## src/rtl/tomasulo_pkg.sv

```systemverilog
// tomasulo_pkg: shared widths, tag/op encodings and the reservation-station entry record
package tomasulo_pkg;
  localparam int DATA_W = 16;
  localparam int TAG_W = 3;
  localparam logic [TAG_W-1:0] TAG_NONE = '0;
  localparam logic OP_MUL = 1'b0;
  localparam logic OP_DIV = 1'b1;
  typedef struct packed {
    logic              busy;
    logic              op;
    logic [DATA_W-1:0] vj;
    logic [TAG_W-1:0]  qj;
    logic [DATA_W-1:0] vk;
    logic [TAG_W-1:0]  qk;
  } rs_entry_t;
endpackage

```

## src/rtl/rs_entry.sv

```systemverilog
// rs_entry: one station slot with issue load, CDB operand capture, ready flag and free
module rs_entry
  import tomasulo_pkg::*;
(
  input  logic              Clock,
  input  logic              Reset,
  input  logic              load,
  input  logic              free,
  input  rs_entry_t         issue,
  input  logic              cdb_valid,
  input  logic [TAG_W-1:0]  cdb_tag,
  input  logic [DATA_W-1:0] cdb_data,
  output rs_entry_t         ent,
  output logic              ready
);
  rs_entry_t nxt;
  // capture runs on the post-load view so an issue-cycle broadcast is not missed
  always_comb begin
    nxt = load ? issue : ent;
    if (free) nxt.busy = 1'b0;
    if (cdb_valid && nxt.busy && nxt.qj != TAG_NONE && nxt.qj == cdb_tag) begin
      nxt.vj = cdb_data;
      nxt.qj = TAG_NONE;
    end
    if (cdb_valid && nxt.busy && nxt.qk != TAG_NONE && nxt.qk == cdb_tag) begin
      nxt.vk = cdb_data;
      nxt.qk = TAG_NONE;
    end
  end
  always_ff @(posedge Clock or posedge Reset) begin
    if (Reset) ent <= '0;
    else ent <= nxt;
  end
  assign ready = ent.busy && ent.qj == TAG_NONE && ent.qk == TAG_NONE;
endmodule

```

## src/rtl/mult_reservation_station.sv

```systemverilog
// mult_reservation_station: mul/div reservation station with CDB snooping and aligned result tagging
module mult_reservation_station
  import tomasulo_pkg::*;
#(
  parameter int ENTRIES = 2,
  parameter int TAG_BASE = 5
) (
  input  logic              Clock,
  input  logic              Reset,
  input  logic              issue_valid,
  output logic              issue_ready,
  input  logic              issue_op,
  input  logic [DATA_W-1:0] issue_vj,
  input  logic [TAG_W-1:0]  issue_qj,
  input  logic [DATA_W-1:0] issue_vk,
  input  logic [TAG_W-1:0]  issue_qk,
  output logic [TAG_W-1:0]  issue_tag,
  input  logic              cdb_valid,
  input  logic [TAG_W-1:0]  cdb_tag,
  input  logic [DATA_W-1:0] cdb_data,
  output logic [DATA_W-1:0] resv_out1,
  output logic [DATA_W-1:0] resv_out2,
  output logic              OP,
  output logic              res_valid,
  output logic [TAG_W-1:0]  res_tag,
  output logic [2:0]        busy_count
);
  localparam int IW = ENTRIES > 1 ? $clog2(ENTRIES) : 1;
  rs_entry_t ent [ENTRIES];
  rs_entry_t issue_ent;
  logic [ENTRIES-1:0] busy, rdy, load, free;
  logic [IW-1:0] free_idx, rdy_idx;
  logic any_rdy, accept, disp_v;
  logic [TAG_W-1:0] disp_tag;
  // descending scan so the lowest index wins both encoders
  always_comb begin
    free_idx = '0;
    rdy_idx = '0;
    issue_ready = 1'b0;
    any_rdy = 1'b0;
    for (int i = ENTRIES - 1; i >= 0; i--) begin
      if (!busy[i]) begin
        free_idx = IW'(i);
        issue_ready = 1'b1;
      end
      if (rdy[i]) begin
        rdy_idx = IW'(i);
        any_rdy = 1'b1;
      end
    end
  end
  assign accept = issue_valid && issue_ready;
  assign issue_tag = TAG_W'(TAG_BASE) + TAG_W'(free_idx);
  assign issue_ent = '{busy: 1'b1, op: issue_op, vj: issue_vj, qj: issue_qj, vk: issue_vk, qk: issue_qk};
  for (genvar i = 0; i < ENTRIES; i++) begin : g_ent
    assign busy[i] = ent[i].busy;
    assign load[i] = accept && free_idx == IW'(i);
    assign free[i] = any_rdy && rdy_idx == IW'(i);
    rs_entry u_ent (
      .Clock(Clock), .Reset(Reset), .load(load[i]), .free(free[i]), .issue(issue_ent),
      .cdb_valid(cdb_valid), .cdb_tag(cdb_tag), .cdb_data(cdb_data),
      .ent(ent[i]), .ready(rdy[i])
    );
  end
  // disp_v/disp_tag ride alongside the operands; res_* lag them by the unit's one-edge latency
  always_ff @(posedge Clock or posedge Reset) begin
    if (Reset) begin
      resv_out1 <= '0;
      resv_out2 <= '0;
      OP <= OP_MUL;
      disp_v <= 1'b0;
      disp_tag <= TAG_NONE;
      res_valid <= 1'b0;
      res_tag <= TAG_NONE;
      busy_count <= '0;
    end else begin
      if (any_rdy) begin
        resv_out1 <= ent[rdy_idx].vj;
        resv_out2 <= ent[rdy_idx].vk;
        OP <= ent[rdy_idx].op;
      end
      disp_v <= any_rdy;
      disp_tag <= any_rdy ? TAG_W'(TAG_BASE) + TAG_W'(rdy_idx) : TAG_NONE;
      res_valid <= disp_v;
      res_tag <= disp_tag;
      busy_count <= busy_count + 3'(accept) - 3'(any_rdy);
    end
  end
endmodule

```

## config.mk

```make
export PLATFORM = sky130hd
export DESIGN_NAME = mult_reservation_station
export DESIGN_NICKNAME = d
export VERILOG_FILES = /design/src/rtl/tomasulo_pkg.sv /design/src/rtl/rs_entry.sv /design/src/rtl/mult_reservation_station.sv
export SDC_FILE = /design/constraint.sdc
export NUM_CORES = 1
export LEC_CHECK = 0
export ABC_AREA = 1
export BUFFER_PORTS_ARGS = -buffer_cell sky130_fd_sc_hd__buf_2
export CAP_MARGIN = 10
export CORE_ASPECT_RATIO = 1.25
export CORE_MARGIN = 2
export CORE_UTILIZATION = 62
export DETAILED_ROUTE_END_ITERATION = 7
export GPL_ROUTABILITY_DRIVEN = 0
export PLACE_DENSITY = 0.86
export SKIP_CTS_REPAIR_TIMING = 1
export SYNTH_ARGS = -nofsm -noshare
export SYNTH_HDL_FRONTEND = slang
export SYNTH_HIERARCHICAL = 1
export SYNTH_SLANG_ARGS = --single-unit
```

## constraint.sdc

```tcl
create_clock -name Clock -period 5.9 [get_ports Clock]
set_input_delay 1.18 -clock Clock [delete_from_list [all_inputs] [get_ports Clock]]
set_output_delay 1.18 -clock Clock [all_outputs]
set_load 0.005 [all_outputs]
```

==> flow_metrics.tcl, run 1 <==
set metrics [dict create \
    status "completed" \
    grt_pass1_vias 6675 \
    n_fill_cell 902 \
    grt_usage_pct 33.6 \
    ys_seq_area_share_pct 42.8 \
    htree_levels 4 \
    drtAntennaViolNets 0 \
    crit_chain "buf_2 -> inv_1 -> nor2_4 -> buf_4 -> inv_8 -> nand2_2 -> nand2_1 -> nand2_1 -> nor2_1 -> nor2_2 -> nand3_1 -> nand2_1 -> nand2_1" \
    crit_path_end "g_ent[0].u_ent/ent[23]" \
    wl_per_cell_um 16.7 \
    die_y_um 124 \
    yosys_register_bits 122 \
    required_ps 6200 \
    syn_area_per_cell_um2 7.28 \
    crit_family "simple AND/OR/NAND/NOR gates" \
    crit_slowest_cell "nor2_2" \
    yosysWarnings 6 \
    rsz0062_at_grt "no" \
    core-area_mm2 0.0111 \
    crit_path_start_kind "input port" \
    p_per_area_mw_per_mm2 465 \
    final_nets 1120 \
    synth.distinct_cells 25 \
    timing.setup.tns_ps 0 \
    finalCritPeriodShare_pct 60.4 \
    relSlewSlack_pct 48.5 \
    reg2reg_to "g_ent[1].u_ent/ent[8]" \
    insertedDiodeCount 0 \
    crit_path_end_kind "flop" \
    cts.sinks 122 \
    grt_max_degree 46 \
    syn_inst 980 \
    place_ws_ps 2120 \
    path_depth 13 \
    routed_via_density 5.83 \
    grt_overflow 0 \
    rows 43 \
    final_common_cell "nand2_1" \
    finalClockSkew_ps 8.55 \
    antenna_found_initial 0 \
    worstPathArrival_ps 3860 \
    dieArea_mm2 0.0124 \
    crit_path_start "issue_valid" \
    crit_top_cell "nand2_1" \
    grt_pass1_wl_mm 32.2 \
    cts_root_buf "clkbuf_16" \
    drv_cap 0 \
    slew_viol_final 0 \
    reg2reg_depth 14 \
    r2r_start "g_ent[0].u_ent/ent[39]" \
    finalCriticalPeriod_ps 3570 \
    cts_buffers 17 \
    clockBufferDepth 2 \
    finalPower_mw 3.74 \
    multi_input_area_mm2 0.00332 \
    max_freq_mhz 280 \
    setup_viol 0 \
    power_leakage_nw 4.62 \
    die_x_um 100 \
    cp_slowest_stage_delay_ps 590 \
    syn_area_mm2 0.00714 \
    critPathKind "in -> reg" \
    route.detailed.drc 0 \
    start_util_pct 64.1 \
    peakVddDrop_mv 0.264 \
    drt_pre_antenna_iters 5 \
    reg2reg_slack_ps 2710 \
    insertion_delay_ps 410 \
    place_hpwl_mm 13.4 \
    io_buffers 104 \
    drtIter0Drc 664 \
    hold_class "reg -> reg" \
    cts.clk_slew.worst_paths_ps 60 \
    syn2layout_area_growth_pct 12.4 \
    drive_above_1_share_pct 19.0 \
    hold_viol_final 0 \
    num_vias 7021 \
    seqCellArea_mm2 0.00305 \
    setup_ws_ps 2330 \
    mostFrequentLayoutCells "nand2_1 (413), nand3_1 (218), dfrtp_1 (122)" \
    worstMarginPinSlew_ps 768 \
    routed_wirelength_mm 20.2 \
    holdWs_ps 348 \
    cts_tree "built" \
    crit_buf_inv 4 \
    path_max_fanout 45 \
    ios 106 \
]
logic make-up (layout without fill, tap and decap cells):
logic type / after synthesis / after routing / share of synthesized area, %
and+or+nand+nor: 712 / 712 / 45.3
buffers and inverters: 139 / 226 / 11.2
DFF: 122 / 122 / 42.8
adders and majority gates: 2 / 2 / 0.456
AOI/OAI and AO/OA: 4 / 4 / 0.280
other: 1 / 3 / 0.0525
where the power goes:
group | leakage, nW | internal, mW | total, mW | switching (mW)
Combinational | 2.81 | 0.456 | 1.29 | 0.837
Sequential | 1.54 | 1.20 | 1.44 | 0.237
Clock | 0.271 | 0.641 | 1.01 | 0.366
registers in the layout, indices dropped and copies added (netlist names):
name,count
OP,1
busy_count,3
disp_tag,3
g_ent.u_ent/ent,80
res_tag,3
resv_out1,16
resv_out2,16
Yosys cell counts, drive strengths merged:
library cell,number,area (µm²)
a21oi,4,20.0
buf,47,437
clkbuf,9,33.8
conb,1,3.75
dfrtp,122,3050
fa,1,20.0
ha,1,12.5
inv,83,327
nand2,439,1720
nand3,230,1240
nand4,2,12.5
nor2,39,243
nor4,2,12.5
stage by stage:
step,util [%],instances,instance area (µm²)
floorplan,-,982,7150
global placement,66.8,1172,7440
detailed placement,66.8,1172,7440
CTS,72.1,1204,8030
global route,72.1,1204,8030
finish,72.1,1204,8030
routing by layer:
metal	part of all wire [%]	routed length [µm]	global-route usage, %	vias to the layer above
li1	-	-	-	3234
met1	37	7410	39.3	3254
met2	49	9960	58.0	443
met3	8.7	1750	6.51	90
met4	5.2	1040	18.7	0
met5	0	0	0	-
area by class of cell:
| cell class | instances | area share, % |
|---|---|---|
| multi-input combinational | 721 | 41.4 |
| timing repair buffer | 111 | 7.14 |
| tap | 135 | 2.10 |
| inverter | 83 | 4.07 |
| clock buffer | 21 | 5.74 |
| clock inverter | 11 | 1.51 |
| sequential | 122 | 38.0 |
worst reg2reg max path, stage by stage (launching register included):
cell	delay, ps
dfrtp_1	470
inv_1	70
nor2_1	130
inv_1	100
nor2_4	360
buf_4	460
inv_8	200
nand2_2	130
nand2_1	80
nand2_1	90
nor2_1	50
nor2_2	530
nand3_1	250
nand2_1	120
nand2_1	50
worst min path at each step:
stage | startpoint | endpoint | slack, ps | cells past startpoint
floorplan | disp_tag[0] | res_tag[0] | 330 | 0
global placement | disp_tag[0] | res_tag[0] | 330 | 0
detailed placement | disp_tag[1] | res_tag[1] | 340 | 0
CTS | disp_tag[1] | res_tag[1] | 350 | 0
global route | disp_tag[2] | res_tag[2] | 360 | 0
finish | disp_tag[1] | res_tag[1] | 350 | 0
No activity file was read; power rests on OpenSTA's default activity.
==> inputs of run 2 (changes only) <==
--- a/config.mk
+++ b/config.mk
@@ -5,15 +5,15 @@
 export SDC_FILE = /design/constraint.sdc
 export NUM_CORES = 1
 export LEC_CHECK = 0
-export ABC_AREA = 1
+export ABC_AREA = 0
 export BUFFER_PORTS_ARGS = -buffer_cell sky130_fd_sc_hd__buf_2
 export CAP_MARGIN = 10
 export CORE_ASPECT_RATIO = 1.25
 export CORE_MARGIN = 2
-export CORE_UTILIZATION = 62
+export CORE_UTILIZATION = 56
 export DETAILED_ROUTE_END_ITERATION = 7
 export GPL_ROUTABILITY_DRIVEN = 0
-export PLACE_DENSITY = 0.86
+export PLACE_DENSITY = 0.8
 export SKIP_CTS_REPAIR_TIMING = 1
 export SYNTH_ARGS = -nofsm -noshare
 export SYNTH_HDL_FRONTEND = slang
==> constraint.sdc (replaced) <==
create_clock -name Clock -period 3.7 [get_ports Clock]
set_input_delay 0.74 -clock Clock [delete_from_list [all_inputs] [get_ports Clock]]
set_output_delay 0.74 -clock Clock [all_outputs]
set_load 0.005 [all_outputs]
==> flow_metrics.tcl, run 2 <==
set metrics [dict create \
    hold_viol_final 0 \
    grt_pass1_wl_mm 24.0 \
    yosys_register_bits 122 \
    syn2layout_area_growth_pct 18.2 \
    ys_async_sr_fraction_pct 100 \
    max_freq_mhz 320 \
    finalClockSkew_ps 7.17 \
    fin_cells 756 \
    finalPower_mw 6.12 \
    dp.cells 723 \
    path_max_fanout 36 \
    drt_pre_antenna_iters 5 \
    grt_overflow 0 \
    synth-edff-count 0 \
    io_buffers 104 \
    hold_class "reg -> reg" \
    reg2reg_depth 7 \
    rsz0062_at_grt "no" \
    setup_viol 0 \
    slew_viol_final 0 \
    synth_flop_cell "dfrtp_1" \
    insertion_delay_ps 410 \
    drtAntennaViolNets 0 \
    mostFrequentLayoutCells "dfrtp_1 (122), buf_2 (104), mux2i_1 (77)" \
    critPathKind "reg -> reg" \
    status "completed" \
    ys_seq_area_share_pct 50.1 \
    cts_root_buf "clkbuf_16" \
    yosysWarnings 6 \
    utilization_pct 67.8 \
    largest-register "g_ent.u_ent/ent" \
    cts_buffers 17 \
    setup_ws_ps 573 \
    place_hpwl_mm 9.29 \
    synth.distinct_cells 35 \
    cts_tree "built" \
    synth_top_area_share_pct 50.1 \
    yosys-top-cells-count "dfrtp_1 (122), mux2i_1 (77), nand2_1 (66)" \
    htree_levels 4 \
    r2r_start "g_ent[0].u_ent/ent[1]" \
    wl_per_cell_um 19.5 \
    n_fill_cell 767 \
    core-area_mm2 0.0106 \
    required_ps 3990 \
    antenna_found_initial 0 \
    clockBufferDepth 2 \
    reg2reg_slack_ps 570 \
    drtIter0Drc 286 \
    synth.most_common_cell "dfrtp_1" \
    crit_path_start_kind "flop" \
    place_ws_ps 652 \
    dpl-instance-area_mm2 0.00657 \
    syn_inst 511 \
    grt_pass1_vias 4702 \
    relSlewSlack_pct 35.3 \
    die_x_um 97.3 \
    worstMarginPinSlew_ps 970 \
    top_regs "g_ent.u_ent/ent (80), resv_out1 (16), resv_out2 (16)" \
    route.detailed.drc 0 \
    cts.sinks 122 \
    crit_path_end_kind "flop" \
    final_common_cell "dfrtp_1" \
    dieArea_mm2 0.0117 \
    finalCriticalPeriod_ps 3130 \
    final_area_mm2 0.00720 \
    p_per_area_mw_per_mm2 849 \
    timing.setup.tns_ps 0 \
    crit_path_end "g_ent[1].u_ent/ent[18]" \
    synth_area_leaders "dfrtp_1 (50%), mux2i_1 (13%), mux2_2 (9.2%)" \
    routed_via_density 5.76 \
    finalCritPeriodShare_pct 84.5 \
    peakVddDrop_mv 0.446 \
    num_vias 4355 \
    routed_wirelength_mm 14.8 \
    syn_area_per_cell_um2 11.9 \
    start_util_pct 57.4 \
    drv_cap 0 \
    rows 42 \
    power_leakage_nw 3.15 \
    cts.clk_slew.worst_paths_ps 60 \
    synth_area_leader_cell "dfrtp_1" \
    reg2reg_to "g_ent[1].u_ent/ent[18]" \
    drive_above_1_share_pct 37.6 \
    syn_area_mm2 0.00609 \
    final_nets 674 \
    crit_path_start "g_ent[0].u_ent/ent[1]" \
    grt_max_degree 43 \
    die_y_um 121 \
    grt_usage_pct 26.2 \
    largest_reg_flops 80 \
    holdWs_ps 362 \
    ios 106 \
    worstPathArrival_ps 3420 \
]
-- run 2: cell types whose count changed in the layout (fill, tap and decap cells not counted), moves of 7 or more --
cell and delta:
inv_1 -73, mux2_2 +50, mux2_4 +16, mux2i_1 +77
nand2_1 -347, nand2_2 -24, nand3_1 -218, nand3_2 -8
nor2_2 -7, nor2_4 -8, o21ai_0 +12, o21ai_1 +52
xnor2_1 +7
-- run 2: per-layer routing --
metal	track usage, %	wire length, µm
met1	31.0	5860
met2	46.1	7770
met3	7.28	886
met4	9.46	234
met5	0	0
-- run 2: kinds of logic (layout without fill, tap and decap cells) --
group                    after synthesis  after routing  share of synthesized area (%)
buffers and inverters                 44            154                           5.53
AND/OR/NAND/NOR                      104            104                           7.76
flip-flops                           122            122                           50.1
multiplexers                         147            147                           27.0
AO/OA/AOI/OAI                         80             80                           7.37
XOR/XNOR                              11             11                           1.58
other                                  1              4                         0.0616
adder cells (fa/ha/maj)                2              2                          0.534
-- run 2: worst min path at each step --
stage	from	end	slack (ps)	cells past startpoint
after floorplan	disp_tag[0]	res_tag[0]	330	0
after global placement	disp_tag[0]	res_tag[0]	330	0
after detailed placement	disp_tag[1]	res_tag[1]	350	0
after CTS	disp_tag[2]	res_tag[2]	360	0
after global routing	disp_tag[1]	res_tag[1]	370	0
final	disp_tag[1]	res_tag[1]	360	0
-- run 2: layout make-up --
class / count / area, µm² / share of cell area, %
clock buffer: 17 / 425 / 5.91
sequential: 122 / 3050 / 42.4
multi-input combinational: 347 / 2720 / 37.8
antenna: 1 / 2.50 / 0.0347
timing repair buffer: 113 / 601 / 8.34
clock inverter: 15 / 201 / 2.80
inverter: 9 / 33.8 / 0.469
tap: 132 / 165 / 2.29
-- run 2: power by group --
group	total, mW	internal, mW	switching, mW
registers	2.37	1.97	0.396
logic	2.00	1.07	0.934
clock network	1.75	1.13	0.621
total	6.12	4.17	1.95
-- run 2: worst max-delay path, cell delays in order, from the launching register on --
cell,delay [ps]
dfrtp_1,390
nor2_1,160
and4_2,760
nor2b_1,190
nor3b_2,320
nand4_2,190
nor2_4,570
mux2_2,420
==> inputs of run 3 (changes only) <==
--- a/config.mk
+++ b/config.mk
@@ -10,10 +10,10 @@
 export CAP_MARGIN = 10
 export CORE_ASPECT_RATIO = 1.25
 export CORE_MARGIN = 2
-export CORE_UTILIZATION = 56
+export CORE_UTILIZATION = 51
 export DETAILED_ROUTE_END_ITERATION = 7
 export GPL_ROUTABILITY_DRIVEN = 0
-export PLACE_DENSITY = 0.8
+export PLACE_DENSITY = 0.77
 export SKIP_CTS_REPAIR_TIMING = 1
 export SYNTH_ARGS = -nofsm -noshare
 export SYNTH_HDL_FRONTEND = slang
==> constraint.sdc (replaced) <==
create_clock -name Clock -period 2.7 [get_ports Clock]
set_input_delay 0.54 -clock Clock [delete_from_list [all_inputs] [get_ports Clock]]
set_output_delay 0.54 -clock Clock [all_outputs]
set_load 0.005 [all_outputs]
==> flow_metrics.tcl, run 3 (same netlist as run 2, synthesis figures left out) <==
set metrics [dict create \
    grt_max_degree 55 \
    grt_overflow 0 \
    drive_above_1_share_pct 37.7 \
    hold_viol_final 0 \
    finalCriticalPeriod_ps 2470 \
    cp_slowest_stage_delay_ps 420 \
    start_util_pct 52.4 \
    crit_family "simple AND/OR/NAND/NOR gates" \
    cts_root_buf "clkbuf_16" \
    utilization_pct 62.5 \
    ios 106 \
    io_buffers 104 \
    slew_viol_final 0 \
    worstPathArrival_ps 2760 \
    largest_reg_flops 80 \
    die_x_um 102 \
    die_y_um 126 \
    drtAntennaViolNets 0 \
    mostFrequentLayoutCells "dfrtp_1 (122), buf_2 (104), mux2i_1 (77)" \
    crit_path_end_kind "flop" \
    setup_viol 0 \
    cts_buffers 17 \
    crit_chain "nand2b_1 -> inv_1 -> and2_2 -> mux2i_2 -> xor2_1 -> nand4_2 -> nor2_4 -> buf_12 -> mux2_2" \
    place_hpwl_mm 9.47 \
    cts_tree "built" \
    num_vias 4252 \
    timing.setup.tns_ps 0 \
    status "completed" \
    routed_wirelength_mm 14.4 \
    htree_levels 4 \
    top_regs "g_ent.u_ent/ent (80), resv_out1 (16), resv_out2 (16)" \
    max_freq_mhz 404 \
    dp.cells 757 \
    power_leakage_nw 3.18 \
    grt_usage_pct 23.6 \
    dieArea_mm2 0.0128 \
    relSlewSlack_pct 36.3 \
    route.detailed.drc 0 \
    worstMarginPinSlew_ps 954 \
    wl_per_cell_um 18.2 \
    drtIter0Drc 218 \
    required_ps 2990 \
    critPathKind "reg -> reg" \
    path_max_fanout 17 \
    final_nets 679 \
    finalPower_mw 8.20 \
    core-area_mm2 0.0116 \
    drt_pre_antenna_iters 4 \
    largest-register "g_ent.u_ent/ent" \
    grt_pass1_wl_mm 23.1 \
    crit_path_start_kind "flop" \
    rsz0062_at_grt "no" \
    syn2layout_area_growth_pct 19.1 \
    crit_buf_inv 2 \
    cts.sinks 122 \
    hold_class "in -> async" \
    finalClockSkew_ps 8.26 \
    p_per_area_mw_per_mm2 1130 \
    drv_cap 0 \
    final_common_cell "dfrtp_1" \
    rows 44 \
    peakVddDrop_mv 0.588 \
    crit_slowest_cell "dfrtp_1" \
    finalCritPeriodShare_pct 91.7 \
    routed_via_density 5.38 \
    clockBufferDepth 2 \
    grt_pass1_vias 4448 \
    insertion_delay_ps 410 \
    fin_cells 790 \
    antenna_found_initial 1 \
    cts.clk_slew.worst_paths_ps 60 \
]
[run 3: cell types whose count changed in the layout (fill, tap and decap cells not counted)]
cell | before | now
buf_12 | 1 | 2
clkinv_4 | 3 | 1
clkinv_2 | 2 | 4
clkbuf_1 | 0 | 2
clkinvlp_4 | 6 | 4
clkbuf_8 | 0 | 1
bufinv_16 | 4 | 3
buf_4 | 8 | 12
[run 3: through the flow]
stage	worst slack [ps]	hold WS, ps	cell area, µm²
floorplan	441	331	6100
global placement	284	335	6660
detailed placement	192	342	6660
CTS	215	31.0	7250
global route	75.9	39.5	7250
finish	225	40.0	7260
[run 3: metal layers]
metal  global-route usage [%]  routed length (µm)
met2                     40.2                7620
met5                        0                   0
met3                     5.94                 576
met4                     7.87                 221
met1                     28.8                5990
[run 3: worst paths after layout]
kind | start | depth (start not counted) | slack [ps] | end
min reg2reg | disp_tag[2] | 0 | 350 | res_tag[2]
max reg2reg | g_ent[1].u_ent/ent[39] | 9 | 230 | g_ent[1].u_ent/ent[13]
max | g_ent[1].u_ent/ent[39] | 9 | 230 | g_ent[1].u_ent/ent[13]
max in group asynchronous | Reset | 2 | 1710 | g_ent[1].u_ent/ent[12]
min in group Clock | disp_tag[2] | 0 | 350 | res_tag[2]
min | Reset | 2 | 40 | busy_count[1]
[run 3: worst reg2reg max path, delay by kind of cell, from the launching register on]
family | cells | cell delay (ps)
XOR/XNOR | 1 | 200
buffers and inverters | 2 | 260
flip-flops | 1 | 420
multiplexers | 2 | 680
AND/OR/NAND/NOR | 4 | 810
[run 3: report_power, final]
part / total, mW / internal, mW / switching (mW)
clock: 2.27 / 1.47 / 0.798
sequential: 3.24 / 2.70 / 0.531
combinational: 2.70 / 1.47 / 1.23
[run 3: final cells by class]
class                      instances  area, µm²
antenna                            1       2.50
clock buffer                      20        447
clock inverter                    12        149
fill                             895       4360
inverter                           9       33.8
multi-input combinational        347       2720
sequential                       122       3050
tap                              161        201
timing repair buffer             118        651
